File: config.mk
export PLATFORM = sky130hd
export DESIGN_NAME = hazard_control_unit
export DESIGN_NICKNAME = d
export VERILOG_FILES = /design/src/rtl/hazard_control_unit.sv
export SDC_FILE = /design/constraint.sdc
export NUM_CORES = 1
export LEC_CHECK = 0
export CORE_ASPECT_RATIO = 0.5
export CORE_MARGIN = 2
export CORE_UTILIZATION = 46
export CTS_BUF_LIST = sky130_fd_sc_hd__clkbuf_2
export CTS_CLUSTER_DIAMETER = 50
export CTS_CLUSTER_SIZE = 10
export DETAILED_ROUTE_END_ITERATION = 10
export HOLD_SLACK_MARGIN = 0.06
export MAX_ROUTING_LAYER = met4
export PLACE_DENSITY = 0.88
export SLEW_MARGIN = 20
export SYNTH_ARGS = -nofsm -noshare
export SYNTH_HDL_FRONTEND = slang
export SYNTH_SLANG_ARGS = --single-unit
File: constraint.sdc
create_clock -name clk_i -period 2.3 [get_ports clk_i]
set_input_delay 0.46 -clock clk_i [delete_from_list [all_inputs] [get_ports clk_i]]
set_output_delay 0.46 -clock clk_i [all_outputs]
set_load 0.01 [all_outputs]
File: src/rtl/hazard_control_unit.sv
// rtl/hazard_control_unit.sv - load-use stall, branch flush, memory freeze and forwarding control
// Tracks EX/MEM destination shadows so only decode-side inputs are needed each cycle.
module hazard_control_unit #(
    parameter int         CNT_W   = 16,
    parameter logic [1:0] FWD_RF  = 2'b00,
    parameter logic [1:0] FWD_EX  = 2'b01,
    parameter logic [1:0] FWD_MEM = 2'b10
) (
    input  logic             clk_i,
    input  logic             rst_ni,
    input  logic             id_valid_i,
    input  logic [4:0]       id_rs1_addr_i,
    input  logic [4:0]       id_rs2_addr_i,
    input  logic             id_uses_rs1_i,
    input  logic             id_uses_rs2_i,
    input  logic [4:0]       id_rd_addr_i,
    input  logic             id_rd_wr_en_i,
    input  logic             id_is_load_i,
    input  logic             branch_taken_i,
    input  logic             mem_busy_i,
    output logic             stall_o,
    output logic             pc_hold_o,
    output logic             flush_o,
    output logic             freeze_o,
    output logic [1:0]       forward_reg1_o,
    output logic [1:0]       forward_reg2_o,
    output logic [CNT_W-1:0] stall_count_o,
    output logic [CNT_W-1:0] flush_count_o
);

    typedef enum logic [1:0] {
        ST_RUN,
        ST_STALL_LU,
        ST_FREEZE
    } state_e;

    localparam logic [CNT_W-1:0] CNT_ONE = CNT_W'(1);
    localparam logic [CNT_W-1:0] CNT_MAX = {CNT_W{1'b1}};

    state_e           state_q, state_d;
    logic             ex_valid_q, ex_wr_q, ex_ld_q;
    logic [4:0]       ex_rd_q;
    logic             mem_valid_q, mem_wr_q;
    logic [4:0]       mem_rd_q;
    logic             pending_flush_q;
    logic [CNT_W-1:0] stall_cnt_q, flush_cnt_q;

    logic ex_match1, ex_match2, mem_match1, mem_match2;
    logic load_use, freeze_w, flush_w, stall_w;

    assign ex_match1  = ex_valid_q & ex_wr_q & (ex_rd_q == id_rs1_addr_i)
                      & (id_rs1_addr_i != 5'd0) & id_uses_rs1_i;
    assign ex_match2  = ex_valid_q & ex_wr_q & (ex_rd_q == id_rs2_addr_i)
                      & (id_rs2_addr_i != 5'd0) & id_uses_rs2_i;
    assign mem_match1 = mem_valid_q & mem_wr_q & (mem_rd_q == id_rs1_addr_i)
                      & (id_rs1_addr_i != 5'd0) & id_uses_rs1_i;
    assign mem_match2 = mem_valid_q & mem_wr_q & (mem_rd_q == id_rs2_addr_i)
                      & (id_rs2_addr_i != 5'd0) & id_uses_rs2_i;

    assign load_use = id_valid_i & ex_ld_q & (ex_match1 | ex_match2);

    // A deferred flush can only be pending on the cycle right after a freeze,
    // which is always spent in ST_FREEZE with mem_busy_i already low.
    assign freeze_w = mem_busy_i;
    assign flush_w  = ~freeze_w & (branch_taken_i | (pending_flush_q & (state_q == ST_FREEZE)));
    assign stall_w  = ~freeze_w & ~flush_w & load_use;

    always_comb begin
        state_d = ST_RUN;
        if (freeze_w) begin
            state_d = ST_FREEZE;
        end else if (stall_w) begin
            state_d = ST_STALL_LU;
        end
    end

    // Outputs read as zero the instant reset asserts, without waiting for a clock.
    assign stall_o   = rst_ni & stall_w;
    assign pc_hold_o = rst_ni & (stall_w | freeze_w);
    assign flush_o   = rst_ni & flush_w;
    assign freeze_o  = rst_ni & freeze_w;

    always_comb begin
        forward_reg1_o = FWD_RF;
        if (ex_match1 && !ex_ld_q) begin
            forward_reg1_o = FWD_EX;
        end else if (mem_match1) begin
            forward_reg1_o = FWD_MEM;
        end
    end

    always_comb begin
        forward_reg2_o = FWD_RF;
        if (ex_match2 && !ex_ld_q) begin
            forward_reg2_o = FWD_EX;
        end else if (mem_match2) begin
            forward_reg2_o = FWD_MEM;
        end
    end

    assign stall_count_o = stall_cnt_q;
    assign flush_count_o = flush_cnt_q;

    always_ff @(posedge clk_i or negedge rst_ni) begin
        if (!rst_ni) begin
            state_q         <= ST_RUN;
            ex_valid_q      <= 1'b0;
            ex_wr_q         <= 1'b0;
            ex_ld_q         <= 1'b0;
            ex_rd_q         <= 5'd0;
            mem_valid_q     <= 1'b0;
            mem_wr_q        <= 1'b0;
            mem_rd_q        <= 5'd0;
            pending_flush_q <= 1'b0;
            stall_cnt_q     <= '0;
            flush_cnt_q     <= '0;
        end else begin
            state_q <= state_d;
            if (freeze_w && branch_taken_i) begin
                pending_flush_q <= 1'b1;
            end else if (flush_w) begin
                pending_flush_q <= 1'b0;
            end
            if (!freeze_w) begin
                mem_valid_q <= ex_valid_q;
                mem_wr_q    <= ex_wr_q;
                mem_rd_q    <= ex_rd_q;
                ex_valid_q  <= id_valid_i & ~(stall_w | flush_w);
                ex_wr_q     <= id_rd_wr_en_i;
                ex_ld_q     <= id_is_load_i & id_valid_i & ~(stall_w | flush_w);
                ex_rd_q     <= id_rd_addr_i;
            end
            if (stall_w && stall_cnt_q != CNT_MAX) begin
                stall_cnt_q <= stall_cnt_q + CNT_ONE;
            end
            if (flush_w && flush_cnt_q != CNT_MAX) begin
                flush_cnt_q <= flush_cnt_q + CNT_ONE;
            end
        end
    end

endmodule

==> summary.txt, run 1 <==
Global routing
  – First-pass GRT wire length: 11.74 mm
  – Initial antenna violation count: 0
  – Gr ovfl total: 0
  – Total GRT Usage: 0.2382
  – Vias in the first global route: 2420
  – Largest net degree at the start of global routing: 42

Finish
  – Nets@finish: 380
  – Commonest cells after routing, fill and taps aside: dfrtp_1 (47), buf_4 (47), clkdlybuf4s50_1 (44)
  – Ant. Diodes: 0
  – Post-route cell area: 3897 sq um
  – Layout area overhead: 45.49%
  – Layout cells sized above 1: 0.3211

Route
  – Vias per cell: 5.432
  – Post-DRT Antenna Nets: 0
  – WL per Instance: 17.41 microns
  – Detailed-route wire length: 7.452 mm
  – DRC viols: 0
  – Via Count: 2325
  – First DRT Iteration DRCs: 145
  – Drt pass-1 iters: 4

Clock tree
  – Root Driver: clkbuf_2
  – Cts bufs inserted: 5
  – Clock Path Buffers: 2
  – Clock latency on the worst-skew pair: 0.44 ns
  – # H-tree levels: 2
  – Worst-path clk slew: 0.27 ns
  – Total clock sinks: 50
  – CTS tree: done

Floorplan
  – Initial core utilization: 0.4836
  – Die area: 6487 sq um
  – Die Width: 111.9 microns
  – Die span in y: 57.96 microns
  – Core area: 5539 sq um
  – Ports: 64
  – Rows: 19

Yosys
  – Post-synthesis net count: 262
  – Post-synthesis sequential area ratio: 0.4671
  – Number of synthesized flops with an enable pin: 0
  – Mapped cell area: 2679 sq um
  – Mean Syn Cell Area: 11.35 sq um
  – Main synth FF type: dfrtp_1
  – Yosys reg bits: 50
  – Gate Count Post-Synth: 236
  – Synth warn: 0
  – Distinct cells, synth: 47
  – Async S/R FF share, synth: 1.000

Critical path
  – Worst Path Arrival: 2.17 ns
  – Worst Path Required: 1.84 ns
  – Crit end category: output pin
  – CP Launch Type: register
  – Crit-path max FO: 3
  – CP Class: reg -> out

Placement
  – Placed Instance Area: 3675 sq um
  – Pre-CTS setup slack: -0.8418 ns
  – Dpl hpwl: 5.021 mm
  – Port buffer count: 63
  – GPL Wtd Cong: 0.8702

Flow run
  – Max_cap viols: 0

Timing
  – RSZ-0062 raised after global routing: yes
  – Final Hold Viols: 0
  – Clk_skew: 0.02490 ns
  – Slew margin rel.: 0.6559
  – Peak Freq: 380.4 MHz
  – Hold WS: 0.5044 ns
  – Setup ws final: -0.3291 ns
  – Final setup fails: 8
  – Final Critical Period: 2.629 ns
  – Slew @ Worst Pin: 0.5162 ns
  – Final period utilization: 1.143
  – Final number of max-transition violations: 0

Power and ir drop
  – PnR Total Power: 1999 uW
  – PwrDens: 513.0 nW/um^2
  – VDD IR max: 0.5193 mV
  – Static leakage: 0.001719 uW

Status
  – Status: finished with violations
  – Failing checks: negative setup slack

Hold path
  – Hold/Removal Path Class: in -> async
-- routing by layer --
metal  wire, microns  share of wire  vias up  track usage
met5               0              0        -            -
met4             167          0.022        0      0.09171
met3             403          0.054       20      0.04916
met2            3808           0.51       79       0.4182
met1            3072           0.41     1143       0.2759
li1                -              -     1083            -
-- cell families (layout without fill, tap and decap cells) --
family                     count (synthesis)  after routing  share of synthesized area
and+or+nand+nor                          100            100                     0.2237
DFF                                       50             50                     0.4671
xor gates and xnor gates                  47             47                     0.1565
muxes                                     16             16                    0.06726
AOI/OAI and AO/OA                         15             15                    0.06446
buffers and inverters                      6            125                    0.01167
adders and majority gates                  2              2                   0.009340
-- critical path, stage by stage (launching register included) --
cell and delay [ns]:
dfrtp_2 0.51, xnor2_1 0.15, nand3_1 0.12, buf_4 0.16, or4_4 0.45, nor2_4 0.14
nor3_2 0.07, buf_2 0.14
-- cell usage after synthesis (4+ instances only) --
master / instances / share of area
dfrtp_1: 50 / 0.47
xnor2_1: 24 / 0.078
xor2_1: 22 / 0.072
nand2_1: 17 / 0.024
nand3_1: 17 / 0.032
mux2_2: 15 / 0.063
nor2_1: 13 / 0.018
nor3_1: 9 / 0.017
and3_1: 7 / 0.016
nor4_1: 5 / 0.012
nand2b_1: 4 / 0.0093
nor4_2: 4 / 0.019
or4_4: 4 / 0.017
-- stage by stage --
stage	setup TNS (ns)	util	instances
2_1_floorplan	-0.05807	-	236
4_1_cts	-1.396	0.6942	427
3_5_place_dp	-9.578	0.6634	405
5_1_grt	-2.495	0.7036	428
6_report	-1.860	0.7036	428
3_3_place_gp	-8.108	0.6634	405
-- power by group --
part	switching (uW)	internal, uW
Sequential	122	970
Clock	283	80.4
Combinational	232	313
-- flip-flops by register name (all words and copies together) (netlist names) --
register         count
ex_rd_q              5
ex_wr_q              1
mem_wr_q             1
pending_flush_q      1
state_q              2
ex_ld_q              1
ex_valid_q           1
stall_count_o       16
mem_valid_q          1
mem_rd_q             5
flush_count_o       16
-- repair_timing --
| action | CTS | global route |
|---|---|---|
| hold buffers | 1 | 0 |
| buffers inserted | 14 | 3 |
| setup endpoints to repair | 10 | 11 |
| endpoints found under the hold margin | 9 | 0 |
| pin swaps | 20 | 6 |
| gates resized for setup | 50 | 11 |
-- path summary, 6_finish.rpt --
| path | from | end | slack, ns | cells after the start |
|---|---|---|---|---|
| worst max-delay path | ex_rd_q[2] | forward_reg1_o[1] | -0.33 | 7 |
| worst max register to register | ex_rd_q[2] | stall_count_o[14] | -0.20 | 8 |
| worst min register to register | flush_count_o[15] | flush_count_o[15] | 0.51 | 1 |
| min in group clk_i | flush_count_o[15] | flush_count_o[15] | 0.51 | 1 |
| max in group asynchronous | rst_ni | ex_rd_q[1] | 1.25 | 3 |
| worst min-delay path | rst_ni | flush_count_o[4] | 0.50 | 3 |
-- cell type report --
| cell class | instances | area [sq um] |
|---|---|---|
| clock inverters | 2 | 13.76 |
| repair buffers | 115 | 1018 |
| fillers | 391 | 1642 |
| inverters | 2 | 7.507 |
| flip-flops and latches | 50 | 1255 |
| clock buffers | 6 | 30.03 |
| multi-input cells | 180 | 1481 |
| well taps | 73 | 91.34 |
Power figures use the tool's default switching activity.
==> inputs of run 2 (changes only) <==
--- a/config.mk
+++ b/config.mk
@@ -5,6 +5,7 @@
 export SDC_FILE = /design/constraint.sdc
 export NUM_CORES = 1
 export LEC_CHECK = 0
+export CAP_MARGIN = 20
 export CORE_ASPECT_RATIO = 0.5
 export CORE_MARGIN = 2
 export CORE_UTILIZATION = 46
@@ -19,3 +20,4 @@
 export SYNTH_ARGS = -nofsm -noshare
 export SYNTH_HDL_FRONTEND = slang
 export SYNTH_SLANG_ARGS = --single-unit
+export TNS_END_PERCENT = 100
==> results of run 2 <==
No change in the layout: final DEF, timing and power equal those of run 1.
